<file path="src/rtl/control_seq.sv">
// Microcoded-style control sequencer for an 8-bit accumulator CPU: decodes
// fetch/execute step, opcode and flags into one cycle's worth of datapath strobes.
module control_seq (
    input  logic       clk,
    input  logic       reset,
    input  logic [3:0] opcode,
    input  logic       flag_c,
    input  logic       flag_z,
    output logic       c_pc_inc,
    output logic       c_pc_load,
    output logic       c_pc_out,
    output logic       c_mar_load,
    output logic       c_ram_out,
    output logic       c_ram_in,
    output logic       c_ir_load,
    output logic       c_ir_out,
    output logic       c_a_load,
    output logic       c_a_out,
    output logic       c_b_load,
    output logic       c_alu_out,
    output logic       c_alu_sub,
    output logic       c_flags_load,
    output logic       c_out_load,
    output logic       halted
);

    typedef enum logic [2:0] {
        T0   = 3'd0,
        T1   = 3'd1,
        T2   = 3'd2,
        T3   = 3'd3,
        T4   = 3'd4,
        HALT = 3'd5
    } step_t;

    typedef struct packed {
        logic pc_inc;
        logic pc_load;
        logic pc_out;
        logic mar_load;
        logic ram_out;
        logic ram_in;
        logic ir_load;
        logic ir_out;
        logic a_load;
        logic a_out;
        logic b_load;
        logic alu_out;
        logic alu_sub;
        logic flags_load;
        logic out_load;
        logic halted;
    } ctl_t;

    localparam logic [3:0] OP_LDA = 4'h1;
    localparam logic [3:0] OP_ADD = 4'h2;
    localparam logic [3:0] OP_SUB = 4'h3;
    localparam logic [3:0] OP_STA = 4'h4;
    localparam logic [3:0] OP_LDI = 4'h5;
    localparam logic [3:0] OP_JMP = 4'h6;
    localparam logic [3:0] OP_JC  = 4'h7;
    localparam logic [3:0] OP_JZ  = 4'h8;
    localparam logic [3:0] OP_OUT = 4'hE;
    localparam logic [3:0] OP_HLT = 4'hF;

    step_t step, step_nxt;
    ctl_t  ctl, ctl_gated;

    always_ff @(posedge clk or negedge reset) begin
        if (!reset) step <= T0;
        else        step <= step_nxt;
    end

    always_comb begin
        step_nxt = step;
        ctl      = '0;
        case (step)
            T0: begin
                ctl.pc_out   = 1'b1;
                ctl.mar_load = 1'b1;
                step_nxt     = T1;
            end
            T1: begin
                ctl.ram_out = 1'b1;
                ctl.ir_load = 1'b1;
                ctl.pc_inc  = 1'b1;
                step_nxt    = T2;
            end
            T2: begin
                step_nxt = T0;
                case (opcode)
                    OP_LDA, OP_ADD, OP_SUB, OP_STA: begin
                        ctl.ir_out   = 1'b1;
                        ctl.mar_load = 1'b1;
                        step_nxt     = T3;
                    end
                    OP_LDI: begin
                        ctl.ir_out = 1'b1;
                        ctl.a_load = 1'b1;
                    end
                    OP_JMP: begin
                        ctl.ir_out  = 1'b1;
                        ctl.pc_load = 1'b1;
                    end
                    // Conditional jumps still put the target on the bus; only the load is gated.
                    OP_JC: begin
                        ctl.ir_out  = 1'b1;
                        ctl.pc_load = flag_c;
                    end
                    OP_JZ: begin
                        ctl.ir_out  = 1'b1;
                        ctl.pc_load = flag_z;
                    end
                    OP_OUT: begin
                        ctl.a_out    = 1'b1;
                        ctl.out_load = 1'b1;
                    end
                    OP_HLT:  step_nxt = HALT;
                    default: step_nxt = T0;
                endcase
            end
            T3: begin
                step_nxt = T0;
                case (opcode)
                    OP_LDA: begin
                        ctl.ram_out = 1'b1;
                        ctl.a_load  = 1'b1;
                    end
                    OP_ADD, OP_SUB: begin
                        ctl.ram_out = 1'b1;
                        ctl.b_load  = 1'b1;
                        step_nxt    = T4;
                    end
                    OP_STA: begin
                        ctl.a_out  = 1'b1;
                        ctl.ram_in = 1'b1;
                    end
                    default: step_nxt = T0;
                endcase
            end
            T4: begin
                ctl.alu_out    = 1'b1;
                ctl.a_load     = 1'b1;
                ctl.flags_load = 1'b1;
                ctl.alu_sub    = (opcode == OP_SUB);
                step_nxt       = T0;
            end
            HALT: begin
                ctl.halted = 1'b1;
                step_nxt   = HALT;
            end
            default: step_nxt = T0;
        endcase
    end

    // Gate with reset combinationally so strobes drop the instant reset asserts,
    // not at the next edge.
    assign ctl_gated = reset ? ctl : '0;

    assign c_pc_inc     = ctl_gated.pc_inc;
    assign c_pc_load    = ctl_gated.pc_load;
    assign c_pc_out     = ctl_gated.pc_out;
    assign c_mar_load   = ctl_gated.mar_load;
    assign c_ram_out    = ctl_gated.ram_out;
    assign c_ram_in     = ctl_gated.ram_in;
    assign c_ir_load    = ctl_gated.ir_load;
    assign c_ir_out     = ctl_gated.ir_out;
    assign c_a_load     = ctl_gated.a_load;
    assign c_a_out      = ctl_gated.a_out;
    assign c_b_load     = ctl_gated.b_load;
    assign c_alu_out    = ctl_gated.alu_out;
    assign c_alu_sub    = ctl_gated.alu_sub;
    assign c_flags_load = ctl_gated.flags_load;
    assign c_out_load   = ctl_gated.out_load;
    assign halted       = ctl_gated.halted;

endmodule

</file>
<file path="config.mk">
export PLATFORM = sky130hd
export DESIGN_NAME = control_seq
export DESIGN_NICKNAME = d
export VERILOG_FILES = /design/src/rtl/control_seq.sv
export SDC_FILE = /design/constraint.sdc
export NUM_CORES = 1
export LEC_CHECK = 0
export BUFFER_PORTS_ARGS = -buffer_cell sky130_fd_sc_hd__buf_2
export CAP_MARGIN = 20
export CELL_PAD_IN_SITES_DETAIL_PLACEMENT = 1
export CELL_PAD_IN_SITES_GLOBAL_PLACEMENT = 1
export CORE_MARGIN = 1.5
export CORE_UTILIZATION = 27
export CTS_BUF_LIST = sky130_fd_sc_hd__clkbuf_8
export DETAILED_ROUTE_END_ITERATION = 8
export GPL_TIMING_DRIVEN = 0
export PLACE_DENSITY_LB_ADDON = 0.1
export SYNTH_ARGS = -nofsm -noshare
export SYNTH_HDL_FRONTEND = slang
export SYNTH_SLANG_ARGS = --single-unit
export TNS_END_PERCENT = 10
</file>
<file path="constraint.sdc">
create_clock -name clk -period 1.16 [get_ports clk]
set_clock_uncertainty 0.1 [all_clocks]
set_input_delay 0.116 -clock clk [delete_from_list [all_inputs] [get_ports clk]]
set_output_delay 0.116 -clock clk [all_outputs]
set_load 0.02 [all_outputs]
</file>
==> qor.csv, run 1 <==
stage;metric;value;unit
worst_setup_path;Worst EP required;0.94;ns
timing;fmax;0.5883;GHz
drt;first-pass iteration count of the detailed router;4;
cts;CTS tree;done;
finish;fill count;190;
yosys;count of unique library cells instantiated by Yosys;33;
power;Power Dens Cells;1720;nW/µm²
placed_design;pre-CTS setup slack;-0.3994;ns
worst_setup_path;Worst setup EP type;primary output;
global_route;first-pass GRT wire length;2311;µm
yosys;Async S/R FF share, synth;100.0;%
placed_design;Port-buffer cells;22;
drt;DR vias/cell;5.148;
yosys;Synth Register Bits;3;
timing;Final Hold Viols;0;
yosys;mapped cell area;446.7;µm²
cts;Worst-path clk slew;0.04;ns
floorplanning;site row count;14;
status;failing checks;setup timing;
global_route;gr ovfl total;0;
power;Max IR drop VDD;918.9;µV
placed_design;hpwl dp;1017;µm
yosys;Avg Inst Size Synth;7.204;µm²
drt;drt drc;0;
cts;clock sinks;3;
cts;H-tree levels;1;
yosys;area leader, netlist;dfrtp_1;
worst_setup_path;Worst R2R Setup Slack;-0.04;ns
yosys;Seq/Total Area, Yosys;16.81;%
floorplanning;Die Area;1908;µm²
finish;Area Growth Syn to Fin;62.47;%
yosys;most common cell in the netlist;nor2_1;
power;Internal Power;0.0006927;W
cts;worst skew pair latency;0.22;ns
timing;RSZ-0062 raised after global routing;true;
power;switching part of the total;44.51;%
global_route;number of global-route vias before repair;484;
cts;CTS Root Buffer Type;clkbuf_8;
global_route;initial antenna violation count;0;
drt;antenna viol nets, final;0;
worst_setup_path;RR Startpoint;step[2];
worst_setup_path;crit start category;flop;
timing;final setup margin;-0.5397;ns
worst_setup_path;critical path type;flop to primary output;
worst_setup_path;CP Max Fanout;5;
yosys;Post-synth top flop;dfrtp_1;
finish;top flop regs;step (3);
cts;CTS buffer count;3;
yosys;syn_nets;70;
finish;ANT cells;0;
drt;DRT iter0 DRCs;8;
timing;fin crit period;1.700;ns
finish;Biggest register;step;
cts;clk buf depth;2;
yosys;most common library cells after synthesis;6 x nor2_1, 5 x nand2_1, 4 x a21oi_1, 4 x buf_2, 4 x nor3_1;
floorplanning;Initial Util;29.31;%
yosys;cells after synthesis;62;
floorplanning;Die X;43.68;µm
global_route;pin count of the biggest net entering global routing;11;
yosys;top cells by area, synth;dfrtp_1 17%, and3b_1 5.9%, nor2_1 5.0%, a21oi_1 4.5%, buf_2 4.5%;
power;clock power share;24.7;%
worst_setup_path;cell depth of the worst flop-to-flop path;3;
power;sequential share of power;17.2;%
timing;final slew viol count;0;
run;Max Cap Viol;0;
yosys;Post-synth EDFFs;0;
worst_setup_path;Reg-to-Reg End;step[1];
timing;Setup Total Neg Slack;-5.788;ns
yosys;post-synth top area share;16.81;%
drt;WL/cell;13.31;µm
drt;vias post-DR;556;
finish;final net count;101;
placed_design;routability cong.;0.7560;
worst_setup_path;WP data arrival;1.48;ns
worst_hold_path;Hold Crit Class;input pin to asynchronous set/reset pin;
yosys;synth warn;0;
floorplanning;Die H;43.68;µm
global_route;GRT Util Overall;16.11;%
floorplanning;Core Box Area;1524;µm²
finish;max FFs per register;3;
timing;Slew @ Worst Pin;0.3344;ns
power;Gate power share;58.1;%
timing;Setup-failing EPs final;17;
status;outcome;finished with violations;
floorplanning;IO Count;24;
power;Lkg Pwr;0.3707;nW
timing;Rel. slew slack;77.61;%
finish;layout cells sized above 1;57.61;%
power;Psw;0.0005555;W
timing;Tcrit/Tclk final;146.5;%
drt;WL final;1438;µm
## final cells by class
class	count	area (µm²)	area share [%]
multi-input cells	51	372.9	51.38
repair buffers	26	161.4	22.24
flip-flops and latches	3	77.57	10.69
clock buffers	3	41.29	5.690
plain buffers	6	41.29	5.690
well taps	16	20.02	2.759
inverters	2	7.507	1.034
clock inverters	1	3.754	0.5172
## cells in the final DEF, fill, tap and decap left out, types with 2 or more instances in the layout
| cell type | Yosys | final |
|---|---|---|
| a21oi_1 | 4 | 2 |
| dfrtp_2 | 0 | 2 |
| buf_4 | 2 | 10 |
| clkbuf_8 | 0 | 3 |
| and3b_1 | 3 | 2 |
| nor3_1 | 4 | 2 |
| and3_1 | 3 | 3 |
| buf_2 | 4 | 19 |
| nor3_2 | 0 | 2 |
| nor2_1 | 6 | 5 |
| buf_6 | 0 | 2 |
| o21ai_0 | 3 | 2 |
| a21oi_2 | 0 | 2 |
| or3_1 | 2 | 2 |
| inv_2 | 1 | 2 |
| nand2_1 | 5 | 4 |
## stage by stage
step | cell area [µm²] | instances | utilization, % | total power (W) | hold slack (ns)
finish | 725.7 | 108 | 47.62 | 0.001248 | 0.2078
global route | 725.7 | 108 | 47.62 | 0.001348 | 0.2211
CTS | 699.4 | 106 | 45.89 | 0.001187 | 0.2102
detailed placement | 605.6 | 100 | 39.74 | 0.0008089 | -0.1524
global placement | 605.6 | 100 | 39.74 | 0.0008097 | -0.1520
floorplan | 475.5 | 62 | - | 0.0006441 | -0.2796
## cells by family (layout without fill, tap and decap cells)
kind of cell	Yosys count	after routing	share of synthesized area, %
AOI/OAI and AO/OA	12	12	16.53
buffers and inverters	8	38	9.521
xor gates and xnor gates	2	2	3.922
DFF	3	3	16.81
and+or+nand+nor	37	37	53.22
## power groups by stage
| stage | Clock [W] | Combinational (W) | Sequential, W |
|---|---|---|---|
| after global placement | 0 | 0.000595 | 0.000215 |
| after detailed placement | 0 | 0.000595 | 0.000214 |
| after global routing | 0.000326 | 0.000802 | 0.000220 |
| after CTS | 0.000315 | 0.000659 | 0.000213 |
| final | 0.000308 | 0.000725 | 0.000215 |
| after floorplan | 0 | 0.000450 | 0.000194 |
## critical path, cell delays in order, from the launching register on
cell and delay, ns:
dfrtp_2 0.41, nand2b_4 0.17, or3_4 0.37, nor3b_4 0.18
buf_6 0.14
## metal layers
metal / GRT usage [%] / wire [µm] / vias up
li1: - / - / 284
met2: 21.76 / 666 / 12
met4: 5.455 / 5 / 0
met3: 2.500 / 53 / 2
met5: 0 / 0 / -
met1: 25.45 / 712 / 258
## how the worst max path moves through the flow
| stage | start | to | slack [ns] | cells after the start |
|---|---|---|---|---|
| after floorplan | step[2] | c_out_load | -0.29 | 3 |
| after global placement | step[2] | c_out_load | -0.41 | 4 |
| after detailed placement | step[2] | c_out_load | -0.40 | 4 |
| after CTS | step[2] | c_out_load | -0.53 | 4 |
| after global routing | step[2] | c_out_load | -0.59 | 4 |
| final | step[2] | c_out_load | -0.54 | 4 |
## repair_timing
action | in CTS | in global routing
gates resized for setup | 14 | 4
pin swaps | 2 | 1
hold buffers | 1 | 0
buffers inserted | 1 | 2
setup endpoints to repair | 19 | 19
endpoints found under the hold margin | 3 | 0
Note: power is estimated with default switching activity, not from simulation.
==> inputs of run 2 (changes only) <==
--- a/config.mk
+++ b/config.mk
@@ -9,13 +9,14 @@
 export CAP_MARGIN = 20
 export CELL_PAD_IN_SITES_DETAIL_PLACEMENT = 1
 export CELL_PAD_IN_SITES_GLOBAL_PLACEMENT = 1
+export CORE_ASPECT_RATIO = 0.75
 export CORE_MARGIN = 1.5
-export CORE_UTILIZATION = 27
-export CTS_BUF_LIST = sky130_fd_sc_hd__clkbuf_8
+export CORE_UTILIZATION = 25
 export DETAILED_ROUTE_END_ITERATION = 8
 export GPL_TIMING_DRIVEN = 0
+export HOLD_SLACK_MARGIN = 0.06
 export PLACE_DENSITY_LB_ADDON = 0.1
 export SYNTH_ARGS = -nofsm -noshare
 export SYNTH_HDL_FRONTEND = slang
 export SYNTH_SLANG_ARGS = --single-unit
-export TNS_END_PERCENT = 10
+export TNS_END_PERCENT = 5
==> qor.csv, run 2 (synthesis results as in run 1) <==
stage;metric;value;unit;change
timing;Fin Hold WS;0.2063;ns;-0.001456 ns
floorplanning;Die Area;2052;µm²;+7.6%
drt;DR vias/cell;4.973;;-3.4%
worst_setup_path;Worst EP required;0.94;ns;about the same
worst_setup_path;WP data arrival;1.50;ns;+0.02 ns
floorplanning;Core Box Area;1708;µm²;+12%
drt;first-pass iteration count of the detailed router;4;;unchanged
timing;final setup margin;-0.5542;ns;-0.01443 ns
floorplanning;Die X;51.81;µm;+19%
drt;metal1 wirelength;721;µm;+1.3%
timing;Tcrit/Tclk final;147.8;%;+1.2 points
finish;leading cell type in the layout, fill and taps excluded;buf_2;;
status;outcome;finished with violations;;
floorplanning;Initial Util;26.15;%;-3.2 points
drt;antenna viol nets, final;0;;unchanged
timing;Slew @ Worst Pin;0.3394;ns;+0.004992 ns
cts;H-tree levels;1;;unchanged
power;Power Dens Cells;1523;nW/µm²;-11%
status;failing checks;setup timing;;
drt;vias post-DR;562;;+1.1%
worst_hold_path;Hold Crit Class;input pin to asynchronous set/reset pin;;
floorplanning;site row count;13;;-1
cts;Worst-path clk slew;0.04;ns;about the same
worst_setup_path;Worst setup EP type;primary output;;
drt;WL final;1563;µm;+8.7%
placed_design;routability cong.;0.7421;;-1.8%
finish;final net count;100;;-0.99%
global_route;gr ovfl total;0;;unchanged
drt;metal3 WL;40;µm;-25%
finish;layout cells sized above 1;56.04;%;-1.6 points
timing;final slew viol count;0;;unchanged
worst_setup_path;critical path type;flop to primary output;;
cts;worst skew pair latency;0.23;ns;about the same
drt;DRT iter0 DRCs;7;;-1
timing;fmax;0.5834;GHz;-0.84%
timing;Rel. slew slack;77.27;%;-0.33 points
worst_setup_path;CP Max Fanout;5;;unchanged
global_route;pin count of the biggest net entering global routing;11;;unchanged
placed_design;hpwl dp;1121;µm;+10%
timing;Setup-failing EPs final;17;;unchanged
finish;fill count;232;;+22%
global_route;initial antenna violation count;0;;unchanged
finish;Area Growth Syn to Fin;62.19;%;
placed_design;Cells after DPL;106;;+6.0%
placed_design;Port-buffer cells;22;;unchanged
finish;commonest cells after routing, fill and taps aside;15 x buf_2, 11 x buf_4, 5 x nor2_1, 4 x buf_6, 4 x nand2_1;;
worst_setup_path;crit-path cells;nand2b_4, or3_4, nor3b_4, buf_6;;
cts;CTS Root Buffer Type;clkbuf_4;;
global_route;first-pass GRT wire length;2684;µm;+16%
finish;Biggest register;step;;
finish;max FFs per register;3;;unchanged
drt;top layer in use;met3;;
finish;ANT cells;0;;unchanged
worst_setup_path;CP max stage delay;0.40;ns;about the same
cts;clk buf depth;2;;unchanged
power;Overall Power;0.001103;W;-12%
finish;top flop regs;step (3);;
timing;RSZ-0062 raised after global routing;true;;
power;Lkg Pwr;0.3565;nW;-3.8%
global_route;GRT Util Overall;18.29;%;+2.2 points
global_route;number of global-route vias before repair;564;;+17%
placed_design;pre-CTS setup slack;-0.4193;ns;-0.01991 ns
cts;clock sinks;3;;unchanged
run;Max Cap Viol;0;;unchanged
drt;met2 WL;801;µm;+20%
drt;WL/cell;13.83;µm;+3.9%
cts;CTS tree;done;;
timing;Final Hold Viols;0;;unchanged
floorplanning;IO Count;24;;unchanged
timing;fin crit period;1.714;ns;+0.01443 ns
cts;CTS buffer count;3;;unchanged
power;Max IR drop VDD;537.1;µV;-42%
worst_setup_path;crit start category;flop;;
drt;drt drc;0;;unchanged
floorplanning;Die H;39.61;µm;-9.3%
worst_setup_path;CP max-delay cell;dfrtp_2;;
finish;non-filler instance count after layout;113;;+4.6%
run 2: changes by cell type in the layout (fill, tap and decap cells not counted), sizes merged:
cell and delta:
inv -1, clkbuf +1, buf -1
run 2: area by class of cell:
type | count | area (µm²) | area share (%)
inverters | 2 | 7.507 | 1.036
flip-flops and latches | 3 | 78.83 | 10.88
multi-input cells | 51 | 371.6 | 51.30
well taps | 22 | 27.53 | 3.800
plain buffers | 6 | 41.29 | 5.699
clock buffers | 4 | 26.28 | 3.627
repair buffers | 25 | 171.4 | 23.66
run 2: where the power goes:
part / switching, W / internal, W
clock network: 0.0000570 / 0.000129
registers: 0.0000698 / 0.000152
logic: 0.000397 / 0.000297
run 2: worst paths after layout:
path	from	end	slack [ns]	cells past startpoint
max	step[2]	c_out_load	-0.55	4
min	reset	step[2]	0.21	2
max reg2reg	step[1]	step[1]	-0.05	3
min reg2reg	step[2]	step[1]	0.52	2
max in group asynchronous	reset	step[0]	0.57	2
min in group clk	opcode[0]	step[2]	0.28	4
run 2: worst max-delay path, delay by kind of cell, from the launching register on:
kind | cells | cell delay (ns)
buf+inv | 1 | 0.14
flops | 1 | 0.40
simple gates | 3 | 0.72
run 2: what timing repair did:
| item | CTS | global route |
|---|---|---|
| resized for setup | 14 | 8 |
| setup buffers | 2 | 0 |
| gates cloned | 0 | 0 |
| hold buffers | 1 | 0 |
| setup endpoints to repair | 19 | 19 |
| pin swaps | 1 | 2 |
| endpoints found under the hold margin | 3 | 0 |
run 2: per-stage QoR:
step | util (%) | TNS, ns | cell area, µm²
global route | 42.42 | -7.304 | 724.4
CTS | 41.03 | -6.203 | 700.7
floorplan | - | -2.680 | 475.5
finish | 42.42 | -5.952 | 724.4
global placement | 35.90 | -4.118 | 613.1
detailed placement | 35.90 | -4.452 | 613.1
run 2: routing by layer:
metal | vias up | track usage (%)
li1 | 281 | -
met1 | 271 | 25.06
met2 | 10 | 30.77
met3 | 0 | 1.145
met4 | 0 | 5.921
met5 | - | 0
